<file path="src/rtl/nibble_serial_adder_ctrl.sv">
// nibble_serial_adder_ctrl
//
// Performs a 4*NIBBLES-bit addition by reusing a single 4-bit ripple-carry
// slice, one nibble per clock, least significant nibble first. The operands
// are latched when a start request is accepted. The inter-nibble carry is
// held in a register. Completion is flagged by a one-cycle done pulse, and
// the result holds until the next completion.
//
// Optional feature macro: ADDER_SUB_EN. When it is defined, a `sub` input
// turns the operation into A - B. B is inverted and the initial carry is
// forced to 1.
//
// Ports:
//   clk       in   1  rising-edge clock
//   reset     in   1  synchronous, active-high; returns everything to idle/zero
//   start     in   1  operation request, honoured only in IDLE or DONE
//   a, b      in   W  operands (W = 4*NIBBLES), sampled with an accepted start
//   cin       in   1  carry into nibble 0, sampled with an accepted start
//   sub       in   1  (ADDER_SUB_EN only) subtract instead of add
//   busy      out  1  high while nibbles are being processed
//   done      out  1  one-cycle pulse, result valid
//   sum       out  W  result, updated only on the completing edge
//   cout      out  1  carry out of bit W-1
//   overflow  out  1  signed overflow (carry into MSB xor carry out of MSB)

module nibble_serial_adder_ctrl #(
    parameter int NIBBLES = 4
) (
    input  logic                   clk,
    input  logic                   reset,
    input  logic                   start,
    input  logic [4*NIBBLES-1:0]   a,
    input  logic [4*NIBBLES-1:0]   b,
    input  logic                   cin,
`ifdef ADDER_SUB_EN
    input  logic                   sub,
`endif
    output logic                   busy,
    output logic                   done,
    output logic [4*NIBBLES-1:0]   sum,
    output logic                   cout,
    output logic                   overflow
);

    localparam int W     = 4 * NIBBLES;
    localparam int IDX_W = (NIBBLES > 1) ? $clog2(NIBBLES) : 1;
    localparam logic [IDX_W-1:0] LAST_IDX = IDX_W'(NIBBLES - 1);

    typedef enum logic [1:0] {
        S_IDLE = 2'd0,
        S_RUN  = 2'd1,
        S_DONE = 2'd2
    } state_t;

    state_t             r_state;
    state_t             w_state_next;
    logic               w_accept;   // operands are latched on this edge
    logic               w_last;     // final nibble is processed on this edge

    logic [W-1:0]       r_a;
    logic [W-1:0]       r_b;
    logic               r_carry;
    logic [IDX_W-1:0]   r_idx;
    logic [W-1:0]       r_acc;

    logic [W-1:0]       w_b_in;
    logic               w_cin_in;
    logic [3:0]         w_a_nib;
    logic [3:0]         w_b_nib;
    logic [3:0]         w_sum_nib;
    logic [4:0]         w_carry;    // w_carry[i] is the carry into bit i of the slice
    logic [W-1:0]       w_acc_next;

    // Subtraction is A + ~B + 1, so only the operand and the initial carry change.
`ifdef ADDER_SUB_EN
    assign w_b_in   = sub ? ~b : b;
    assign w_cin_in = sub ? 1'b1 : cin;
`else
    assign w_b_in   = b;
    assign w_cin_in = cin;
`endif

    // ---------------- FSM state register ----------------
    always_ff @(posedge clk) begin
        if (reset) begin
            r_state <= S_IDLE;
        end else begin
            r_state <= w_state_next;
        end
    end

    // ---------------- FSM next-state decode ----------------
    always_comb begin
        w_state_next = r_state;
        w_accept     = 1'b0;
        w_last       = 1'b0;
        case (r_state)
            S_IDLE: begin
                if (start) begin
                    w_accept     = 1'b1;
                    w_state_next = S_RUN;
                end
            end
            S_RUN: begin
                // start is ignored here; the running operation is not disturbed
                if (r_idx == LAST_IDX) begin
                    w_last       = 1'b1;
                    w_state_next = S_DONE;
                end
            end
            S_DONE: begin
                // A start seen in DONE goes straight back to RUN with no idle gap.
                if (start) begin
                    w_accept     = 1'b1;
                    w_state_next = S_RUN;
                end else begin
                    w_state_next = S_IDLE;
                end
            end
            default: begin
                w_state_next = S_IDLE;
            end
        endcase
    end

    assign busy = (r_state == S_RUN);
    assign done = (r_state == S_DONE);

    // ---------------- shared 4-bit ripple-carry slice ----------------
    always_comb begin
        w_a_nib    = r_a[r_idx*4 +: 4];
        w_b_nib    = r_b[r_idx*4 +: 4];
        w_carry    = 5'b0;
        w_carry[0] = r_carry;
        w_sum_nib  = 4'b0;
        for (int i = 0; i < 4; i++) begin
            w_sum_nib[i]  = w_a_nib[i] ^ w_b_nib[i] ^ w_carry[i];
            w_carry[i+1] = (w_a_nib[i] & w_b_nib[i]) |
                           (w_a_nib[i] & w_carry[i]) |
                           (w_b_nib[i] & w_carry[i]);
        end
        // The accumulator with the current nibble slotted in. On the last
        // nibble this is the complete result, so sum can load it directly.
        w_acc_next = r_acc;
        w_acc_next[r_idx*4 +: 4] = w_sum_nib;
    end

    // ---------------- operand, carry and result registers ----------------
    always_ff @(posedge clk) begin
        if (reset) begin
            r_a      <= '0;
            r_b      <= '0;
            r_carry  <= 1'b0;
            r_idx    <= '0;
            r_acc    <= '0;
            sum      <= '0;
            cout     <= 1'b0;
            overflow <= 1'b0;
        end else begin
            if (w_accept) begin
                r_a     <= a;
                r_b     <= w_b_in;
                r_carry <= w_cin_in;
                r_idx   <= '0;
            end else if (r_state == S_RUN) begin
                r_acc   <= w_acc_next;
                r_carry <= w_carry[4];
                // Hold at the last index rather than wrap; the FSM leaves RUN here.
                if (!w_last) begin
                    r_idx <= r_idx + 1'b1;
                end
            end
            if (w_last) begin
                sum      <= w_acc_next;
                cout     <= w_carry[4];
                overflow <= w_carry[4] ^ w_carry[3];
            end
        end
    end

endmodule

</file>
<file path="config.mk">
export PLATFORM = sky130hd
export DESIGN_NAME = nibble_serial_adder_ctrl
export DESIGN_NICKNAME = d
export VERILOG_FILES = /design/src/rtl/nibble_serial_adder_ctrl.sv
export SDC_FILE = /design/constraint.sdc
export NUM_CORES = 1
export LEC_CHECK = 0
export CORE_ASPECT_RATIO = 1.1
export CORE_MARGIN = 2
export CORE_UTILIZATION = 55
export CTS_CLUSTER_DIAMETER = 80
export CTS_CLUSTER_SIZE = 8
export DETAILED_ROUTE_END_ITERATION = 8
export DONT_BUFFER_PORTS = 1
export PLACE_DENSITY = 0.81
export SYNTH_ARGS = -nofsm -noshare
export SYNTH_HDL_FRONTEND = slang
export SYNTH_SLANG_ARGS = --single-unit
</file>
<file path="constraint.sdc">
create_clock -name clk -period 4.2 [get_ports clk]
set_input_delay 0.21 -clock clk [delete_from_list [all_inputs] [get_ports clk]]
set_output_delay 0.21 -clock clk [all_outputs]
set_load 0.1 [all_outputs]
</file>
* Yosys cells after proc, flatten, opt, wreduce, memory -nomap -nowiden
Index checks and enable logic that the tools add are counted.
** Operators by class
- Add/sub/neg operators :: 2
- Equal/unequal tests :: 5
- Shift operators :: 4
- Muxes and demuxes :: 11
- Bitwise logic cells :: 31
- Reduce and logical (&&, ||, !) cells :: 7
** Operator list (count)
- 4-bit negator with 34-bit output :: 1
- 4-bit by 34-bit variable shift with 16-bit output, first input constant :: 1
- 4-bit by 34-bit indexed part select with 16-bit output :: 1
- 16-bit by 5-bit indexed part select with 4-bit output :: 2
- 16-bit bitwise mux :: 1
- 1-bit bitwise AND :: 12
- 1-bit bitwise XOR :: 9
- 1-bit bitwise OR :: 8
- 1-bit 2-to-1 mux :: 7
- 2-bit one-hot mux with 3 select lines :: 1
- 2-bit AND reduction :: 3
- 2-bit equality test, second input constant :: 2
- 2-bit 2-to-1 mux :: 2
- 2-bit OR reduction :: 2
- 2-bit by 1-bit adder with 2-bit output, second input constant :: 1
- 2-bit by 1-bit equality test with 1-bit output, second input constant :: 1
- 2-bit logical NOT :: 1
- 2-bit by 1-bit inequality test with 1-bit output, second input constant :: 1
- 2-bit inequality test, second input constant :: 1
- 1-bit NOT :: 2
- 2-bit nonzero test :: 1
** Storage, ports and cells
- Register bits after elaboration :: 71
- Word-level logic and storage cells :: 69

* Longest topological paths before layout
- Depth in word-level cells :: 15
- Depth in mapped cells :: 11
- Mapped depth without buffers :: 10

* Worst setup path after synthesis
Ideal clock, no wire load.
- Path kind :: register to register
- From :: register r_idx[0]
- To :: register sum[11]
- Library setup time :: 0.074 ns
- Data arrival time :: 3.106 ns
- Data required time :: 4.126 ns
- Setup slack :: 1.021 ns
- Stages on the path, launching flop included :: 12
- Path buffers :: 1
- Clock period less this slack :: 3.179 ns
- Cells stage by stage :: dfxtp_1 -> buf_4 -> mux4_2 -> fa_1 -> inv_1 -> fa_1 -> fa_1 -> inv_1 -> fa_1 -> nor2b_1 -> a221oi_1 -> nor3_2
** Between the ends
- Word-level cells in the longest chain between the ends :: 13
** Ends and longest elaborated chain
- start, declared :: line 63 : logic [IDX_W-1:0] r_idx;
- start signal, assigned :: line 170 : r_idx <= r_idx + 1'b1;
- 16-bit by 5-bit indexed part select with 4-bit output (on tied branches) :: line 131, 132
- 1-bit bitwise AND (on tied branches) :: line 138, 139
- 1-bit bitwise OR :: line 138 : w_carry[i+1] = (w_a_nib[i] & w_b_nib[i]) |
- 1-bit bitwise OR :: line 139 : (w_a_nib[i] & w_carry[i]) |
- 1-bit bitwise AND :: line 139
- 1-bit bitwise OR :: line 138
- 1-bit bitwise OR :: line 139
- 1-bit bitwise AND :: line 139
- 1-bit bitwise OR :: line 138
- 1-bit bitwise OR :: line 139
- 1-bit bitwise XOR :: line 137 : w_sum_nib[i] = w_a_nib[i] ^ w_b_nib[i] ^ w_carry[i];
- 4-bit by 34-bit indexed part select with 16-bit output :: line 145 : w_acc_next[r_idx*4 +: 4] = w_sum_nib;
- 16-bit bitwise mux :: line 145
- end signal, assigned :: line 174 : sum <= w_acc_next;
- end, declared :: line 40 : output logic [4*NIBBLES-1:0] sum,
Parallel ways exist; a longest one is shown, timed or not.
A chain may end at the register's enable or synchronous reset.

* Final worst setup path
Ends and elaborated chain as after synthesis.

==> run summary <==
=========================================================================================
Status ..................................................................... finished clean
Number of nets in the layout ...............................................          401
Leakage power summed over all cells ........................................      1.38 nW
Number of antenna violations at the first check in global routing ..........            0
Most area-hungry cell type in the Yosys netlist ............................ sky130_fd_sc_hd__dfxtp_1
Count of yosys warnings during synthesis ...................................            0
Die area ...................................................................     6390 µm²
Crit path buf inv count ....................................................            2
Die H ......................................................................      83.6 µm
Worst slew margin ..........................................................        23.5%
Number of distinct library cells after synthesis ...........................           30
Gr usage total .............................................................        21.8%
Crit. End Element ..........................................................    flip-flop
Synth Net Count ............................................................          389
Wire length of the first global-routing pass ...............................      11.0 mm
Weighted congestion reported at the end of routability-driven placement ....        0.776
Detailed-routing iteration count for the pre-antenna-repair pass ...........            4
Overflow after GRT .........................................................            0
Post-DP Area ...............................................................     3120 µm²
Pin count of the biggest net entering global routing .......................           72
Library cell contributing the largest single delay on the critical path .... sky130_fd_sc_hd__mux4_2
Clock H-tree levels ........................................................            3
Worst min-delay path class ................................................. input pin to flip-flop
Final period utilization ...................................................        80.0%
RSZ-0062 raised after global routing .......................................           no
Final number of hold-violating endpoints ...................................            0
Vias after detailed routing ................................................         2484
Dominant delay contributor by cell family on the critical path .............  adder cells
Clock root buffer master ................................................... sky130_fd_sc_hd__clkbuf_8
Share of cells above drive strength 1 ......................................        12.5%
Number of logic stages on the critical path including buffering ............           10
Layout Skew ................................................................   0.00622 ns
Syn avg cell area ..........................................................     9.25 µm²
Peak VDD IR ................................................................       432 µV
Worst hold path cell count .................................................            2
Cell chain of the critical path ............................................ mux4_2 -> fa_1 -> inv_1 -> fa_1 -> fa_1 -> inv_1 -> fa_1 -> nor2b_1 -> a221oi_1 -> nor3_2
Number of max-capacitance violations reported ..............................            0
Post-layout minimum cycle time .............................................      3.36 ns
Dpl hpwl ...................................................................      4.33 mm
Area of the multi-input gates ..............................................     1540 µm²
Number of fillers in the final layout ......................................          460
DIE WIDTH ..................................................................      76.4 µm
Crit path arrival time .....................................................      3.64 ns
Number of slew-limit violations in the final report ........................            0
Starting density of the core ...............................................        56.0%
Proportion of register bits with asynchronous set or reset after synthesis .           0%
Fin area ...................................................................     3640 µm²
Core footprint .............................................................     5660 µm²
Total internal power .......................................................      1.13 mW
Setup Viol. Count Final ....................................................            0
Clock-pin slew on the worst setup and hold paths ...........................      0.08 ns
Maximum cell stage delay along the critical path ...........................      0.57 ns
Register bit count reported by yosys .......................................           71
Cells on worst reg2reg path ................................................           10
Sequential fraction of the synthesis area ..................................        44.8%
Sequential group share of total power ......................................        48.1%
Sum of negative setup slack ................................................         0 ns
Clk sink count .............................................................           71
ANT cells ..................................................................            0
Required time of the critical path .........................................      4.48 ns
Crit-path most repeated cell ............................................... sky130_fd_sc_hd__fa_1
Number of I/O pins .........................................................           56
ANT nets after route .......................................................            0
Detail-routed via count per cell ...........................................         5.68
Share of total power in combinational logic ................................        10.4%
CTS tree ...................................................................        built
Pwr Density ................................................................   408 nW/µm²
Port Buf Inserts ...........................................................            0
Largest fanout on the critical path ........................................            6
Number of cells produced by synthesis ......................................          343
Num CTS Buffers ............................................................            9
Total DRC errors in the routed layout ......................................            0
Clock power share ..........................................................        41.6%
Maximum operating frequency ................................................      298 MHz
Number of synthesized flops with an enable pin .............................            0
P&R area growth vs syn .....................................................        14.9%
Kind of critical path ...................................................... flip-flop to flip-flop
Transition time at the pin with the least slew margin ......................      1.15 ns
Switch share ...............................................................        24.2%
Rows .......................................................................           29
Clock network latency to the later pin of the worst-skew pair ..............      0.35 ns
Maximum buffer depth of the clock tree .....................................            2
Mapped cell area ...........................................................     3170 µm²
Switching power ............................................................       360 µW
Via count of the first global-routing pass .................................         2451
Final routed wirelength across all metal layers ............................      6.71 mm
Area share of the largest cell type after synthesis ........................        44.8%
Top area cells in the synthesized netlist .................................. sky130_fd_sc_hd__dfxtp_1 45%, sky130_fd_sc_hd__nand2_1 8.0%, sky130_fd_sc_hd__mux4_2 5.7%
Wire per inst ..............................................................      15.4 µm
Main synth FF type ......................................................... sky130_fd_sc_hd__dfxtp_1
Drt first-iter violations ..................................................          223
Register area ..............................................................     1420 µm²
Sort of element at the start of the critical path ..........................    flip-flop
Post-cts sizing count ......................................................            0
=========================================================================================
## cell usage after synthesis, types with 2 or more instances
master	count
sky130_fd_sc_hd__and3b_1	3
sky130_fd_sc_hd__inv_1	14
sky130_fd_sc_hd__nand2_1	68
sky130_fd_sc_hd__a32oi_1	16
sky130_fd_sc_hd__ha_1	6
sky130_fd_sc_hd__nor3_2	11
sky130_fd_sc_hd__nor3_1	7
sky130_fd_sc_hd__a221oi_1	15
sky130_fd_sc_hd__mux4_2	8
sky130_fd_sc_hd__nor2_1	36
sky130_fd_sc_hd__buf_6	4
sky130_fd_sc_hd__fa_1	4
sky130_fd_sc_hd__nand3b_1	5
sky130_fd_sc_hd__clkbuf_1	9
sky130_fd_sc_hd__dfxtp_1	71
sky130_fd_sc_hd__a21oi_1	35
sky130_fd_sc_hd__xnor2_1	2
sky130_fd_sc_hd__buf_4	7
sky130_fd_sc_hd__nor2b_1	5
sky130_fd_sc_hd__buf_2	7
## metal layers
layer  GRT usage (%)  wire length (µm)
met5               0                 0
met4            11.6               170
met3            6.71               378
met2            36.5              3430
met1            25.0              2730
## sequential cells by signal, summed over array words and instances (netlist names)
| signal | count |
|---|---|
| cout | 1 |
| r_state | 2 |
| overflow | 1 |
| r_idx | 2 |
| r_carry | 1 |
| r_acc | 16 |
| r_b | 16 |
| r_a | 16 |
| sum | 16 |
## power by group through the flow
stage	combinational (mW)	sequential, mW	clock (mW)
after floorplan	0.121	0.721	0
after global placement	0.115	0.730	0
after detailed placement	0.120	0.730	0
after CTS	0.151	0.714	0.629
after global routing	0.169	0.717	0.660
final	0.154	0.715	0.617
## final cells by class
type	count	share of cell area, %
multi-input combinational	230	42.2
tap	77	2.64
inverter	14	1.44
clock inverter	5	2.20
clock buffer	11	4.16
timing repair buffer	29	8.31
sequential	71	39.0
## cells by family after synthesis
| logic type | synth area share, % |
|---|---|
| compound gates | 14.8 |
| xor+xnor | 0.552 |
| fa+ha+maj | 4.89 |
| buf+inv | 7.06 |
| flops | 44.8 |
| mux | 6.00 |
| simple gates | 21.9 |
## what timing repair did
| action | CTS | global route |
|---|---|---|
| hold buffers | 26 | 1 |
| endpoints found under the hold margin | 71 | 1 |
| setup buffers | 0 | 0 |
## placed cells by master (no fill, tap or decap), types with 2 or more instances in the layout
cell                            instances
sky130_fd_sc_hd__ha_1                   6
sky130_fd_sc_hd__nor3_2                11
sky130_fd_sc_hd__buf_4                  2
sky130_fd_sc_hd__and3b_1                3
sky130_fd_sc_hd__a21oi_1               35
sky130_fd_sc_hd__dfxtp_1               71
sky130_fd_sc_hd__xnor2_1                2
sky130_fd_sc_hd__mux4_2                 8
sky130_fd_sc_hd__dlygate4sd3_1         26
sky130_fd_sc_hd__fa_1                   4
sky130_fd_sc_hd__nor3_1                 7
sky130_fd_sc_hd__a32oi_1               16
sky130_fd_sc_hd__clkinvlp_4             2
sky130_fd_sc_hd__nor2_1                36
sky130_fd_sc_hd__nor2b_2                2
sky130_fd_sc_hd__bufinv_16              2
sky130_fd_sc_hd__nand2_1               68
sky130_fd_sc_hd__clkbuf_8              11
sky130_fd_sc_hd__a221oi_1              15
sky130_fd_sc_hd__inv_1                 14
sky130_fd_sc_hd__nor2b_1                2
sky130_fd_sc_hd__nand3b_1               5
## through the flow
stage	setup slack [ns]	power [mW]	hold slack, ns	std cells	utilization [%]
2_1_floorplan	1.02	0.843	0.346	343	-
3_3_place_gp	0.964	0.845	0.292	394	55.2
3_5_place_dp	0.847	0.850	0.291	394	55.2
4_1_cts	0.834	1.49	0.000369	436	64.2
5_1_grt	0.602	1.55	0.00606	437	64.4
6_report	0.841	1.49	0.0183	437	64.4
## path summary, 6_finish.rpt
path / slack [ns] / to / start
hold reg to reg: 0.46 / r_a[7] / r_a[7]
setup / recovery: 0.84 / sum[11] / r_idx[0]
setup reg to reg: 0.84 / sum[11] / r_idx[0]
hold / removal: 0.02 / r_b[6] / b[6]
Note: power is estimated with default switching activity, not from simulation.
